$ cat config.mk
export PLATFORM = sky130hd
export DESIGN_NAME = dmem_port_arbiter
export DESIGN_NICKNAME = d
export VERILOG_FILES = /design/src/rtl/dmem_port_arbiter.sv
export SDC_FILE = /design/constraint.sdc
export NUM_CORES = 1
export LEC_CHECK = 0
export CAP_MARGIN = 20
export CORE_UTILIZATION = 36
export CTS_CLUSTER_DIAMETER = 60
export DETAILED_ROUTE_END_ITERATION = 8
export HOLD_SLACK_MARGIN = 0.15
export PLACE_DENSITY_LB_ADDON = 0.2
export SKIP_CTS_REPAIR_TIMING = 1
export SYNTH_ARGS = -nofsm -noshare
export SYNTH_HDL_FRONTEND = slang
export SYNTH_SLANG_ARGS = --single-unit
$ cat constraint.sdc
create_clock -name clk -period 1.7 [get_ports clk]
set_input_delay 0.34 -clock clk [delete_from_list [all_inputs] [get_ports clk]]
set_output_delay 0.34 -clock clk [all_outputs]
set_load 0.02 [all_outputs]
$ cat src/rtl/dmem_port_arbiter.sv
// Serialises the lane-A/B memory ops onto the single data_memory port and steers load data back.
// Optional DMEM_ARB_PERF_EN adds conflict_cnt_o, counting cycles that enter ISSUE_B.
module dmem_port_arbiter #(
    parameter int unsigned XLEN         = 32,
    parameter int unsigned READ_LATENCY = 1
) (
    input  logic            clk,
    input  logic            reset,
    input  logic            flush_i,
    input  logic            req_a_i,
    input  logic [3:0]      we_a_i,
    input  logic [XLEN-1:0] addr_a_i,
    input  logic [XLEN-1:0] wdata_a_i,
    input  logic            req_b_i,
    input  logic [3:0]      we_b_i,
    input  logic [XLEN-1:0] addr_b_i,
    input  logic [XLEN-1:0] wdata_b_i,
    output logic            stall_o,
    output logic            rsp_valid_a_o,
    output logic            rsp_valid_b_o,
    output logic [XLEN-1:0] rsp_data_o,
`ifdef DMEM_ARB_PERF_EN
    output logic [31:0]     conflict_cnt_o,
`endif
    output logic [XLEN-1:0] dmem_addr,
    output logic [XLEN-1:0] dmem_wdata,
    output logic [3:0]      dmem_we,
    output logic            dmem_re,
    input  logic [XLEN-1:0] dmem_rdata
);

    localparam int unsigned HEAD = READ_LATENCY - 1;

    typedef enum logic {
        IDLE    = 1'b0,
        ISSUE_B = 1'b1
    } state_t;

    state_t            state;
    logic [3:0]        b_we;
    logic [XLEN-1:0]   b_addr;
    logic [XLEN-1:0]   b_wdata;
    logic [HEAD:0]     tag_valid;
    logic [HEAD:0]     tag_lane;

    logic              issue_valid;
    logic              issue_lane;
    logic [3:0]        issue_we;
    logic [XLEN-1:0]   issue_addr;
    logic [XLEN-1:0]   issue_wdata;
    logic              conflict;
    logic              push;

    // Port mux: the latched B owns the port in ISSUE_B, otherwise A has priority.
    always_comb begin
        issue_valid = 1'b0;
        issue_lane  = 1'b0;
        issue_we    = 4'h0;
        issue_addr  = '0;
        issue_wdata = '0;
        conflict    = 1'b0;
        if (!reset && !flush_i) begin
            if (state == ISSUE_B) begin
                issue_valid = 1'b1;
                issue_lane  = 1'b1;
                issue_we    = b_we;
                issue_addr  = b_addr;
                issue_wdata = b_wdata;
            end else if (req_a_i) begin
                issue_valid = 1'b1;
                issue_we    = we_a_i;
                issue_addr  = addr_a_i;
                issue_wdata = wdata_a_i;
                conflict    = req_b_i;
            end else if (req_b_i) begin
                issue_valid = 1'b1;
                issue_lane  = 1'b1;
                issue_we    = we_b_i;
                issue_addr  = addr_b_i;
                issue_wdata = wdata_b_i;
            end
        end
    end

    assign push       = issue_valid && (issue_we == 4'h0);
    assign stall_o    = conflict;
    assign dmem_addr  = issue_addr;
    assign dmem_wdata = issue_wdata;
    assign dmem_we    = issue_we;
    assign dmem_re    = push;

    always_ff @(posedge clk) begin
        if (reset) begin
            state     <= IDLE;
            b_we      <= 4'h0;
            b_addr    <= '0;
            b_wdata   <= '0;
            tag_valid <= '0;
            tag_lane  <= '0;
        end else begin
            if (state == ISSUE_B) begin
                state <= IDLE;
            end else if (conflict) begin
                state   <= ISSUE_B;
                b_we    <= we_b_i;
                b_addr  <= addr_b_i;
                b_wdata <= wdata_b_i;
            end
            // Tag pipe tracks in-flight loads; a flush kills everything in it.
            for (int i = 1; i < int'(READ_LATENCY); i++) begin
                tag_valid[i] <= tag_valid[i-1] && !flush_i;
                tag_lane[i]  <= tag_lane[i-1];
            end
            tag_valid[0] <= push;
            tag_lane[0]  <= issue_lane;
        end
    end

    assign rsp_valid_a_o = !reset && !flush_i && tag_valid[HEAD] && !tag_lane[HEAD];
    assign rsp_valid_b_o = !reset && !flush_i && tag_valid[HEAD] &&  tag_lane[HEAD];
    assign rsp_data_o    = (rsp_valid_a_o || rsp_valid_b_o) ? dmem_rdata : '0;

`ifdef DMEM_ARB_PERF_EN
    always_ff @(posedge clk) begin
        if (reset) begin
            conflict_cnt_o <= 32'd0;
        end else if (conflict) begin
            conflict_cnt_o <= conflict_cnt_o + 32'd1;
        end
    end
`endif

endmodule

# ---- Word-level counts from Yosys, hierarchy flattened
# Index checks and enable logic that the tools add are counted.
dict set report op_classes {
  n_bitwise 2
  muxes 23
  n_reduce_logical 13
}
# cell n
set ops {}
lappend ops {{$mux W32} 9}
lappend ops {{$mux W4} 4}
lappend ops {{$mux W1} 10}
lappend ops {{$logic_and A1 B1 Y1} 5}
lappend ops {{$logic_not A4 Y1} 1}
lappend ops {{$reduce_or A2 Y1} 2}
lappend ops {{$logic_not A1 Y1} 3}
lappend ops {{$not A1 Y1} 2}
lappend ops {{$reduce_and A2 Y1} 1}
lappend ops {{$logic_or A1 B1 Y1} 1}
dict set report totals {
  inputBits 173
  ff_bits 71
  out_inout_bits 104
}

# ---- Depth between registers and ports, before layout
# Gate-level depths: netlist of run 1.
dict set report depth {
  ltp_word 6
  depth_mapped 6
}

# ---- Worst setup path after synthesis of run 1
# Ideal clock, no wire load.
dict set report synth_path {
  path_type {in2out}
  from {in reset}
  to {out dmem_re}
  t_arrival_ns 1.813
  t_required_ns 1.360
  path_slack_ns -0.453
  stages 5
  cell_sequence {buf_6 > or2_2 > clkbuf_1 > a221oi_1 > nor4_1}
}
dict set report synth_via {
  elab_chain_cells 5
  word_cells_on_any_way 6
}
# item line_no
set synth_rtl {}
lappend synth_rtl {{from (decl)} 8} ;# input logic reset,
lappend synth_rtl {{$logic_not A1 Y1} 62} ;# if (!reset && !flush_i) begin
lappend synth_rtl {{$logic_and A1 B1 Y1} 62}
lappend synth_rtl {{$mux W4} 62}
lappend synth_rtl {{named net dmem_we[2]} 27} ;# output logic [3:0] dmem_we,
lappend synth_rtl {{$logic_not A4 Y1} 85} ;# assign push = issue_valid && (issue_we == 4'h0);
lappend synth_rtl {{$logic_and A1 B1 Y1} 85}
lappend synth_rtl {{to (decl)} 28} ;# output logic dmem_re,
# The timed path passes the listed nets, and every way through them passes these cells.

# ---- Final worst setup path of run 1
dict set report layout_path {
  from {reg state}
  to {out dmem_re}
}
dict set report layout_via {
  elab_chain_cells 4
  word_cells_on_any_way 6
}
# item line_no
set layout_rtl {}
lappend layout_rtl {{from (decl)} 39} ;# state_t state;
lappend layout_rtl {{from (signal assigned)} 94} ;# state <= IDLE;
lappend layout_rtl {{from (signal assigned)} 102} ;# state <= IDLE;
lappend layout_rtl {{from (signal assigned)} 104} ;# state <= ISSUE_B;
lappend layout_rtl {{$mux W4} 63} ;# if (state == ISSUE_B) begin
lappend layout_rtl {{$mux W4} 62}
lappend layout_rtl {{$logic_not A4 Y1} 85}
lappend layout_rtl {{$logic_and A1 B1 Y1 *} 85}
# Mark *: on every way between the ends. The rest lies on a longest branch, timed or not.

==> flow_summary.json, run 1 <==
{
  "synth_cells": 752,
  "first_iter_violations": 351,
  "status": "finished, violations left",
  "gp_congestion": 0.777,
  "synth_top_family_by_area": "simple AND/OR/NAND/NOR gates",
  "fillers": 1147,
  "grt_usage_pct": 25.8,
  "drive_above_1_share_pct": 27.4,
  "yosysSeqAreaShare_pct": 28.2,
  "synthXorXnorAreaFrac_pct": 0,
  "rsz0062_at_grt": "true",
  "io_buffer_count": 276,
  "grt_antenna_before_repair": 1,
  "overflow": 0,
  "grt_max_degree": 90,
  "crit_required_ns": 1.36,
  "slew-limit-headroom_pct": 49.4,
  "p_leak_nw": 3.85,
  "syn2layout_area_growth_pct": 88.2,
  "insertion_delay_ns": 0.34,
  "cp-end-kind": "primary output",
  "clkTransAtPathRegs_ns": 0.05,
  "fin_nets": 1215,
  "fin_area_mm2": 0.00950,
  "syn_avg_cell_area_um2": 6.71,
  "layout_commonest_cell": "clkdlybuf4s50_1",
  "synthSimpleGateAreaFrac_pct": 32.6,
  "first_pass_iters": 5,
  "dp_hpwl_um": 13300,
  "via_count": 6542,
  "maxCapViolCount": 0,
  "core_mm2": 0.0135,
  "cts.path.max_buffers": 2,
  "drc": 0,
  "setup_viol": 69,
  "critPathLaunchType": "register",
  "viasPerCell": 5.36,
  "min_period_ns": 1.92,
  "synth_compound_area_share_pct": 30.6,
  "hold_path.class": "in -> reg",
  "routedWlPerCell_um": 16.7,
  "finalWorstSetupSlack_ns": -0.216,
  "die_h_um": 120,
  "hold_ws_ns": 0.305,
  "crit_arrival_ns": 1.58,
  "num_io_pins": 277,
  "yosysWarnings": 0,
  "final_cell_mix": "clkdlybuf4s50_1 (162), nand2_1 (131), buf_4 (88)",
  "die_w_um": 120,
  "rr_worst_depth": 4,
  "synth_nets": 925,
  "syn_area_mm2": 0.00505,
  "tightest_slew_ns": 0.759,
  "htreeDepth": 3,
  "clockRootBuffer": "clkbuf_16",
  "place_area_mm2": 0.00904,
  "ys_seq_elements": 71,
  "synthDistinctLibCells": 25,
  "fin_crit_sh_pct": 113,
  "hold_depth": 3,
  "crit_fanout": 12,
  "ir_drop_mv": 0.483,
  "hold_viol": 0,
  "grt_pass1_wl_um": 30400,
  "grt_pass1_vias": 5981,
  "powerDensity_mw_per_mm2": 528,
  "synthAdderAreaFrac_pct": 0,
  "cts_tree": "built",
  "violations": "negative setup slack",
  "synthMuxAreaShare_pct": 0,
  "wl_um": 20400,
  "critical_path_class": "reg -> out",
  "slew_violations": 0,
  "die-area_mm2": 0.0145,
  "fin_skew_ns": 0.00586,
  "initial_utilization_pct": 37.5,
  "row_count": 42,
  "fmax_mhz": 522,
  "cts-buffers-inserted": 9,
  "clock-sinks": 71,
  "ant_nets": 0
}
==> path summary, 6_finish.rpt <==
kind	startpoint	end	slack, ns
worst max register to register	state	b_wdata[13]	-0.04
worst min-delay path	wdata_b_i[0]	b_wdata[0]	0.30
worst max-delay path	state	dmem_re	-0.22
worst min register to register	b_wdata[29]	b_wdata[29]	0.47
==> where the power goes <==
part           leakage [nW]  internal [mW]  switching [mW]
registers             0.575           1.70          0.0196
clock network         0.121           1.00           0.685
logic                  3.15          0.868           0.742
total                  3.85           3.57            1.45
==> kinds of logic (layout without fill, tap and decap cells) <==
| logic type | count (synthesis) | in the layout |
|---|---|---|
| AO/OA/AOI/OAI | 274 | 274 |
| flip-flops | 71 | 71 |
| AND/OR/NAND/NOR | 314 | 314 |
| other | 0 | 1 |
| buffers and inverters | 93 | 385 |
==> synthesized netlist by cell type, drive strengths merged <==
| cell type | n | area [µm²] |
|---|---|---|
| nor4b | 1 | 23.8 |
| nor2b | 2 | 12.5 |
| clkbuf | 48 | 180 |
| nand3b | 68 | 510 |
| buf | 42 | 243 |
| o311ai | 1 | 8.76 |
| dfxtp | 71 | 1420 |
| nor2 | 5 | 18.8 |
| or2 | 1 | 6.26 |
| a21oi | 138 | 691 |
| inv | 3 | 11.3 |
| a221oi | 2 | 17.5 |
| or4b | 1 | 10.0 |
| nand2 | 131 | 492 |
| and2 | 1 | 6.26 |
| and3 | 33 | 206 |
| a21o | 65 | 488 |
| nor4 | 2 | 12.5 |
| nor3b | 1 | 7.51 |
| o21ai | 68 | 340 |
| nand3 | 68 | 340 |
==> per-layer routing <==
layer  global-route usage (%)  vias up  share of wire [%]
li1                         -     3216                  -
met1                     34.9     3051                 45
met2                     41.9      256                 47
met3                     4.91       19                6.7
met4                     6.56        0                1.3
met5                        0        -                  0
==> worst max-delay path, stage by stage, from the launching register on <==
cell and delay [ns]:
dfxtp_4 0.40, buf_6 0.16, a221oi_4 0.41, nor4_4 0.09, buf_4 0.17
==> stage by stage <==
step | worst slack (ns) | cells | total power, mW | setup TNS, ns | utilization [%]
after floorplan | -0.103 | 752 | 2.51 | -1.29 | -
after global placement | -0.877 | 1199 | 3.27 | -114.54 | 67.2
after detailed placement | -0.860 | 1199 | 3.28 | -114.74 | 67.2
after CTS | -0.857 | 1212 | 4.97 | -90.13 | 69.1
after global routing | -0.282 | 1221 | 5.20 | -17.49 | 70.6
final | -0.216 | 1221 | 5.02 | -10.39 | 70.6
==> sequential cells by signal, summed over array words and instances (netlist names) <==
name,count
b_addr,32
b_we,4
tag_lane,1
state,1
tag_valid,1
b_wdata,32
==> final cells by class <==
type / count / area, µm² / share of cell area, %
Antenna cell: 1 / 2.50 / 0.0263
Clock buffer: 12 / 246 / 2.59
Clock inverter: 1 / 7.51 / 0.0790
Inverter: 3 / 11.3 / 0.119
Multi-Input combinational cell: 588 / 3910 / 41.2
Sequential cell: 71 / 1430 / 15.0
Tap cell: 176 / 220 / 2.32
Timing Repair Buffer: 369 / 3680 / 38.7
No activity file was read; power rests on OpenSTA's default activity.
==> run 2: changes to the inputs <==
CORE_AREA = 2 2 108 110   (was unset)
CORE_UTILIZATION = unset   (was 36)
DIE_AREA = 0 0 110 112   (was unset)
DONT_BUFFER_PORTS = 1   (was unset)
==> flow_summary.json, run 2 (synthesis results as in run 1) <==
{
  "htreeDepth": 3,
  "drive_above_1_share_pct": 20.3,
  "num_io_pins": 277,
  "first_iter_violations": 433,
  "status": "finished, violations left",
  "crit_arrival_ns": 1.55,
  "die_w_um": 110,
  "multi_input_area_mm2": 0.00400,
  "crit_path_start": "state",
  "final_cell_mix": "nand2_1 (123), a21oi_1 (74), dfxtp_1 (70)",
  "hold_path.class": "in -> reg",
  "clock-sinks": 71,
  "cts_tree": "built",
  "core_mm2": 0.0112,
  "violations": "negative setup slack",
  "routedWlPerCell_um": 18.8,
  "hold_ws_ns": 0.0854,
  "slew_violations": 0,
  "clkTransAtPathRegs_ns": 0.06,
  "dp_hpwl_um": 10800,
  "row_count": 39,
  "hold_viol": 0,
  "min_period_ns": 1.89,
  "tightest_slew_ns": 0.457,
  "initial_utilization_pct": 45.2,
  "grt_pass1_vias": 4870,
  "cp_slowest_cell": "dfxtp_4",
  "io_buffer_count": 0,
  "rr_startpoint": "state",
  "clockRootBuffer": "clkbuf_16",
  "grt_antenna_before_repair": 0,
  "finalWorstSetupSlack_ns": -0.186,
  "drc": 0,
  "critical_path_class": "reg -> out",
  "insertion_delay_ns": 0.32,
  "cp-end-kind": "primary output",
  "syn2layout_area_growth_pct": 28.2,
  "grt_pass1_wl_um": 24600,
  "viasPerCell": 6.11,
  "wl_um": 16300,
  "overflow": 0,
  "cts-buffers-inserted": 9,
  "gp_congestion": 0.857,
  "setup_viol": 66,
  "layout_commonest_cell": "nand2_1",
  "via_count": 5295,
  "maxCapViolCount": 0,
  "cts.path.max_buffers": 2,
  "total_power_mw": 4.38,
  "ff2ff_setup_slack_ns": 0.14,
  "fin_nets": 892,
  "p_leak_nw": 2.24,
  "critical-path-top-delay-family": "flip-flops",
  "critical-path-max-stage-delay_ns": 0.37,
  "worst-path-stages": 5,
  "crit_chain": "buf_6 -> a21oi_4 -> a221oi_4 -> nor4_4 -> buf_4",
  "reg2reg_to": "b_wdata[28]",
  "rsz0062_at_grt": "true",
  "ant_nets": 0,
  "critPathBufInv": 2,
  "cp-endpoint": "dmem_re",
  "fin_skew_ns": 0.00564,
  "first_pass_iters": 5,
  "slew-limit-headroom_pct": 69.5,
  "top_regs": "b_addr x32, b_wdata x32, b_we x4",
  "fmax_mhz": 530,
  "die-area_mm2": 0.0123,
  "ff_latch_area_mm2": 0.00143,
  "rr_worst_depth": 4,
  "crit_fanout": 4,
  "antenna_cells": 0,
  "powerDensity_mw_per_mm2": 677,
  "crit_required_ns": 1.36,
  "grt_usage_pct": 24.5,
  "final.setup.tns_ns": -5.09,
  "die_h_um": 112,
  "fillers": 1028,
  "critPathLaunchType": "register",
  "grt_max_degree": 208,
  "fin_crit_sh_pct": 111,
  "ir_drop_mv": 0.383
}
## run 2: worst min-delay path by stage
| stage | startpoint | endpoint | slack, ns | depth (start not counted) |
|---|---|---|---|---|
| detailed placement | reset | b_addr[18] | 0.42 | 1 |
| CTS | reset | b_addr[14] | 0.07 | 1 |
| floorplan | b_we[1] | b_we[1] | 0.46 | 2 |
| finish | reset | b_addr[18] | 0.09 | 1 |
| global route | reset | b_addr[22] | 0.07 | 1 |
| global placement | reset | b_addr[20] | 0.42 | 1 |
## run 2: power breakdown
group | internal, mW | total (mW) | switching [mW] | leakage, nW
registers | 1.70 | 1.72 | 0.0191 | 0.575
clock network | 1.17 | 1.86 | 0.694 | 0.149
logic | 0.330 | 0.803 | 0.473 | 1.51
total | 3.20 | 4.38 | 1.19 | 2.24
## run 2: metal layers
layer | wire, µm | GRT usage (%)
met1 | 7240 | 34.6
met2 | 7660 | 38.0
met3 | 1210 | 5.85
met4 | 163 | 4.81
met5 | 0 | 0
## run 2: cell type report
cell class / count / share of cell area (%)
inverters: 3 / 0.174
repair buffers: 46 / 8.60
clock inverters: 6 / 0.909
well taps: 143 / 2.76
clock buffers: 10 / 3.69
multi-input cells: 588 / 61.8
flip-flops and latches: 71 / 22.0
## run 2: per-stage QoR
| stage | std cells | utilization (%) | instance area [µm²] | setup WS [ns] |
|---|---|---|---|---|
| 2_1_floorplan | 752 | - | 5780 | -0.103 |
| 3_3_place_gp | 845 | 52.3 | 5850 | 0.00295 |
| 3_5_place_dp | 845 | 52.3 | 5850 | -0.0339 |
| 4_1_cts | 861 | 55.0 | 6150 | -0.341 |
| 5_1_grt | 867 | 57.9 | 6470 | -0.233 |
| 6_report | 867 | 57.9 | 6470 | -0.186 |
